==> config.mk <==
export PLATFORM = sky130hd
export DESIGN_NAME = uart_frame_sender
export DESIGN_NICKNAME = d
export VERILOG_FILES = /design/src/rtl/uart_frame_sender.sv
export SDC_FILE = /design/constraint.sdc
export NUM_CORES = 1
export LEC_CHECK = 0
export CAP_MARGIN = 10
export CORE_MARGIN = 2
export CORE_UTILIZATION = 47
export CTS_BUF_LIST = sky130_fd_sc_hd__clkbuf_4
export DETAILED_ROUTE_END_ITERATION = 8
export GPL_TIMING_DRIVEN = 0
export PLACE_DENSITY = 0.71
export SETUP_SLACK_MARGIN = 0.15
export SYNTH_ARGS = -nofsm -noshare
export SYNTH_HDL_FRONTEND = slang
export SYNTH_SLANG_ARGS = --single-unit
==> constraint.sdc <==
create_clock -name clk -period 2.2 [get_ports clk]
set_input_delay 0.44 -clock clk [delete_from_list [all_inputs] [get_ports clk]]
set_output_delay 0.44 -clock clk [all_outputs]
set_load 0.01 [all_outputs]
==> src/rtl/uart_frame_sender.sv <==
// Frames a 6x16-bit sensor sample as HDR0, HDR1, 12 payload bytes and an 8-bit checksum,
// driving the UART's level-held send / pulsed done handshake one byte at a time.
module uart_frame_sender #(
   parameter logic [7:0] HDR0       = 8'h55,
   parameter logic [7:0] HDR1       = 8'hAA,
   parameter int         GAP_CYCLES = 4,
   parameter int         TIMEOUT    = 100000
) (
   input  logic        clk,
   input  logic        rst,
   input  logic        sample_valid,
   input  logic [95:0] sample_data,
   output logic [7:0]  tx_data,
   output logic        tx_send,
   input  logic        tx_done,
   output logic        busy,
   output logic        frame_done,
   output logic        frame_err,
   output logic [7:0]  drop_cnt
);

   localparam int          GAP_EFF  = (GAP_CYCLES < 1) ? 1 : GAP_CYCLES;
   localparam logic [15:0] GAP_LAST = 16'(GAP_EFF - 1);
   localparam logic [16:0] TMO_LAST = 17'(TIMEOUT - 1);

   localparam logic [2:0] S_IDLE = 3'd0;
   localparam logic [2:0] S_SEND = 3'd1;
   localparam logic [2:0] S_WAIT = 3'd2;
   localparam logic [2:0] S_GAP  = 3'd3;
   localparam logic [2:0] S_DONE = 3'd4;
   localparam logic [2:0] S_ERR  = 3'd5;

   logic [2:0]  state;
   logic [95:0] sample_reg;
   logic [3:0]  byte_idx;
   logic [7:0]  checksum;
   logic [16:0] tmo_cnt;
   logic [15:0] gap_cnt;
   logic [7:0]  cur_byte;
   logic [6:0]  shamt;

   always_comb begin
      cur_byte = checksum;
      shamt    = '0;
      if (byte_idx == 4'd0) begin
         cur_byte = HDR0;
      end else if (byte_idx == 4'd1) begin
         cur_byte = HDR1;
      end else if (byte_idx <= 4'd13) begin
         // payload byte k = byte_idx-2 lives at bit 88-8k (word0 high byte first)
         shamt    = 7'd104 - {byte_idx, 3'b000};
         cur_byte = sample_reg[shamt +: 8];
      end
   end

   always_ff @(posedge clk) begin
      if (!rst) begin
         state      <= S_IDLE;
         sample_reg <= '0;
         byte_idx   <= '0;
         checksum   <= '0;
         tmo_cnt    <= '0;
         gap_cnt    <= '0;
         tx_data    <= '0;
         tx_send    <= 1'b0;
         drop_cnt   <= '0;
      end else begin
         if (sample_valid && state != S_IDLE && drop_cnt != 8'hFF)
            drop_cnt <= drop_cnt + 8'd1;

         case (state)
            S_IDLE: begin
               if (sample_valid) begin
                  sample_reg <= sample_data;
                  byte_idx   <= '0;
                  checksum   <= '0;
                  state      <= S_SEND;
               end
            end
            S_SEND: begin
               tx_data <= cur_byte;
               tx_send <= 1'b1;
               tmo_cnt <= '0;
               state   <= S_WAIT;
            end
            S_WAIT: begin
               if (tx_done) begin
                  checksum <= checksum + tx_data;
                  tx_send  <= 1'b0;
                  byte_idx <= byte_idx + 4'd1;
                  gap_cnt  <= '0;
                  state    <= (byte_idx == 4'd14) ? S_DONE : S_GAP;
               end else if (tmo_cnt == TMO_LAST) begin
                  tx_send <= 1'b0;
                  state   <= S_ERR;
               end else begin
                  tmo_cnt <= tmo_cnt + 17'd1;
               end
            end
            S_GAP: begin
               if (gap_cnt == GAP_LAST) state <= S_SEND;
               else                     gap_cnt <= gap_cnt + 16'd1;
            end
            S_DONE:  state <= S_IDLE;
            S_ERR:   state <= S_IDLE;
            default: state <= S_IDLE;
         endcase
      end
   end

   assign busy       = (state != S_IDLE);
   assign frame_done = (state == S_DONE);
   assign frame_err  = (state == S_ERR);

endmodule

==> summary.md, run 1 <==
| Metric | Value |
|---|---|
| Die Ht | `131 um` |
| R2R depth | `7` |
| Hold Path End | `sample_reg[70]` |
| Synth unique cells | `62` |
| IO Port Bufs | `119` |
| Comb pwr share | `24.7%` |
| Core Box Area | `15,800 um^2` |
| Vias in the first global route | `6,484` |
| Share of power burned in the clock network | `25.8%` |
| DP HPWL | `14,900 um` |
| Reg area | `3260 um^2` |
| Cell Rows | `46` |
| Syn_nets | `1,010` |
| Setup slack after layout | `0.157 ns` |
| Pre-CTS setup slack | `-0.406 ns` |
| Slew Limit Fails | `0` |
| Main synth FF type | `dfxtp_1` |
| Post-synth EDFFs | `0` |
| Remaining antenna violation count | `0` |
| Detailed Routing Iterations Pass 1 | `5` |
| Clock Skew | `0.0158 ns` |
| First-pass GRT wire length | `32,800 um` |
| FF-to-FF Start | `byte_idx[1]` |
| Design Area, Final | `9800 um^2` |
| Total track usage | `25.0%` |
| Routability cong. | `0.825` |
| WHS | `0.382 ns` |
| PwrDens | `691 nW/um^2` |
| Unrepaired setup endpoints after global routing | `yes` |
| Final-report setup violation count | `0` |
| Slew HR | `56.8%` |
| HP Class | `primary input to flip-flop` |
| CTS Buf Count | `17` |
| P&R area growth vs syn | `29.5%` |
| Switching Fraction | `32.7%` |
| Worst reg-to-reg setup slack | `0.16 ns` |
| Die W | `131 um` |
| Most common cell after layout, fill and taps aside | `nand2_1` |
| Number of flip-flops in the largest register | `96` |
| Ys Warns | `0` |
| Layout cell share with drive strength beyond 1 | `15.3%` |
| Min cycle time layout | `2.04 ns` |
| Arrival @ worst endpoint | `2.53 ns` |
| Status | `complete, no violations` |
| Max-Cap Viols | `0` |
| Fill cell count | `1,421` |
| Fin. Hold Viols | `0` |
| Post-route clock period utilization | `92.8%` |
| DRC violations left | `0` |
| Asr flop ratio synth | `0%` |
| DR WL/cell | `16.3 um` |
| Clock root cell | `clkbuf_4` |
| Via count | `7,065` |
| H-tree Lvls | `4` |
| Initial antenna violation count | `1` |
| Clk sinks | `161` |
| Max VDD drop | `0.371 mV` |
| Largest net degree at the start of global routing | `17` |
| Mean Syn Cell Area | `8.48 um^2` |
| Worst-skew pair later-pin latency | `0.59 ns` |
| TritonCTS clock tree | `yes` |
| Iter 0 DRT Violations | `542` |
| CP required | `2.69 ns` |
| Worst setup path startpoint | `byte_idx[1]` |
| IO Pins | `120` |
| Worst-path clk slew | `0.14 ns` |
| Cell area after placement | `9030 um^2` |
| Worst-Margin Slew | `0.645 ns` |
| Worst hold start | `sample_data[70]` |
| CTS Buffer Depth | `2` |
| Grt total ovfl | `0` |
| Area of the die | `17,100 um^2` |
| Internal Power | `0.00456 W` |
| Synth Register Bits | `161` |
| Critical R2R Capture | `tx_data[3]` |
| Area of the multi-input gates | `4180 um^2` |
| Register area share after synthesis | `42.6%` |
| Cell area after synthesis | `7570 um^2` |
| Most frequent cells in the layout | `nand2_1, dfxtp_1, a21oi_1` |
| Reg power frac | `49.4%` |
| Vias per cell | `5.52` |
| Achievable Freq | `490 MHz` |
| Post-layout util | `61.9%` |
| Switching power | `0.00222 W` |
| Synthesized instance count | `892` |
| Crit. End Element | `flip-flop` |
| CP max FO | `5` |
| Nets@finish | `1,169` |
| Setup CP Type | `flip-flop to flip-flop` |
| Hold Crit Depth | `3` |
| Static leakage | `3.64 nW` |
| Worst setup SP type | `flip-flop` |
| Post-Route WL | `20,800 um` |
| Initial Util | `47.8%` |
==> stage by stage <==
stage / cells / TNS (ns) / total power, W
after floorplan: 892 / 0 / 0.00433
after global placement: 1227 / -26.75 / 0.00494
after detailed placement: 1227 / -28.21 / 0.00498
after CTS: 1267 / 0 / 0.00673
after global routing: 1279 / 0 / 0.00710
final: 1279 / 0 / 0.00677
==> kinds of logic after synthesis <==
group                      after synthesis  synth area share (%)
muxes                                   41                  9.82
and+or+nand+nor                        383                  22.9
DFF                                    161                  42.6
adders and majority gates               18                  3.07
AOI/OAI and AO/OA                      210                  16.0
xor gates and xnor gates                12                  1.49
buffers and inverters                   67                  4.10
==> worst max path at each step <==
stage	to	slack (ns)
2_1_floorplan	tx_data[4]	0.18
3_3_place_gp	gap_cnt[14]	-0.42
3_5_place_dp	tmo_cnt[6]	-0.41
4_1_cts	busy	0.02
5_1_grt	frame_done	0.08
6_report	tx_data[3]	0.16
==> critical path, stage by stage, from the launching register on <==
cell and delay [ns]:
dfxtp_4 0.39, buf_12 0.12, buf_12 0.12, mux4_1 0.55
mux2_4 0.28, a22oi_2 0.22, a211oi_4 0.10, a21o_1 0.16
==> synthesized netlist by cell type, types with 8 or more instances <==
cell,count,area [um^2]
buf_2,9,45.0
nor2_1,35,131
nand2_1,235,882
nand3_1,30,150
o31ai_1,8,60.1
o21ai_0,22,110
a22oi_1,8,60.1
dfxtp_1,161,3220
or4_1,9,67.6
mux2_2,11,124
and3_1,13,81.3
or3_1,13,81.3
clkbuf_1,38,143
nand4_1,10,62.6
mux4_2,19,428
a21oi_1,131,656
inv_1,9,33.8
ha_1,17,213
==> cell type report <==
class | instances | share of cell area [%]
antenna | 1 | 0.0255
buffer | 57 | 3.79
clock buffer | 17 | 1.30
clock inverter | 13 | 1.38
inverter | 10 | 0.383
multi-input combinational | 664 | 42.7
sequential | 161 | 33.2
tap | 216 | 2.76
timing repair buffer | 140 | 14.5
==> power by group through the flow <==
stage                     registers (W)  clock network, W  logic [W]
after floorplan                 0.00335                 0   0.000980
after global routing            0.00337           0.00188    0.00184
after global placement          0.00339                 0    0.00156
final                           0.00335           0.00175    0.00167
after detailed placement        0.00340                 0    0.00158
after CTS                       0.00334           0.00176    0.00162
==> per-layer routing <==
metal	GRT usage, %	share of wire, %
met1	33.3	45
met5	0	0
met2	41.3	48
met3	5.50	5.8
met4	6.88	1.5
==> repair_timing <==
action                                 in CTS  in global routing
gates cloned                                1                  1
hold buffers                                0                  0
gates resized for setup                    40                 61
endpoints found under the hold margin       0                  0
pin swaps                                   4                  7
buffers inserted                            9                 10
setup endpoints to repair                  89                108
No activity file was read; power rests on OpenSTA's default activity.
==> run 2: changes to the inputs <==
--- a/config.mk
+++ b/config.mk
@@ -9,6 +9,7 @@
 export CORE_MARGIN = 2
 export CORE_UTILIZATION = 47
 export CTS_BUF_LIST = sky130_fd_sc_hd__clkbuf_4
+export CTS_CLUSTER_SIZE = 10
 export DETAILED_ROUTE_END_ITERATION = 8
 export GPL_TIMING_DRIVEN = 0
 export PLACE_DENSITY = 0.71
==> results of run 2 <==
Same layout as run 1: the final DEF is identical, and so are final timing and power.
==> run 3: changes to the inputs <==
--- a/config.mk
+++ b/config.mk
@@ -14,6 +14,7 @@
 export GPL_TIMING_DRIVEN = 0
 export PLACE_DENSITY = 0.71
 export SETUP_SLACK_MARGIN = 0.15
+export SLEW_MARGIN = 20
 export SYNTH_ARGS = -nofsm -noshare
 export SYNTH_HDL_FRONTEND = slang
 export SYNTH_SLANG_ARGS = --single-unit
==> results of run 3 <==
Same layout as run 1: the final DEF is identical, and so are final timing and power.
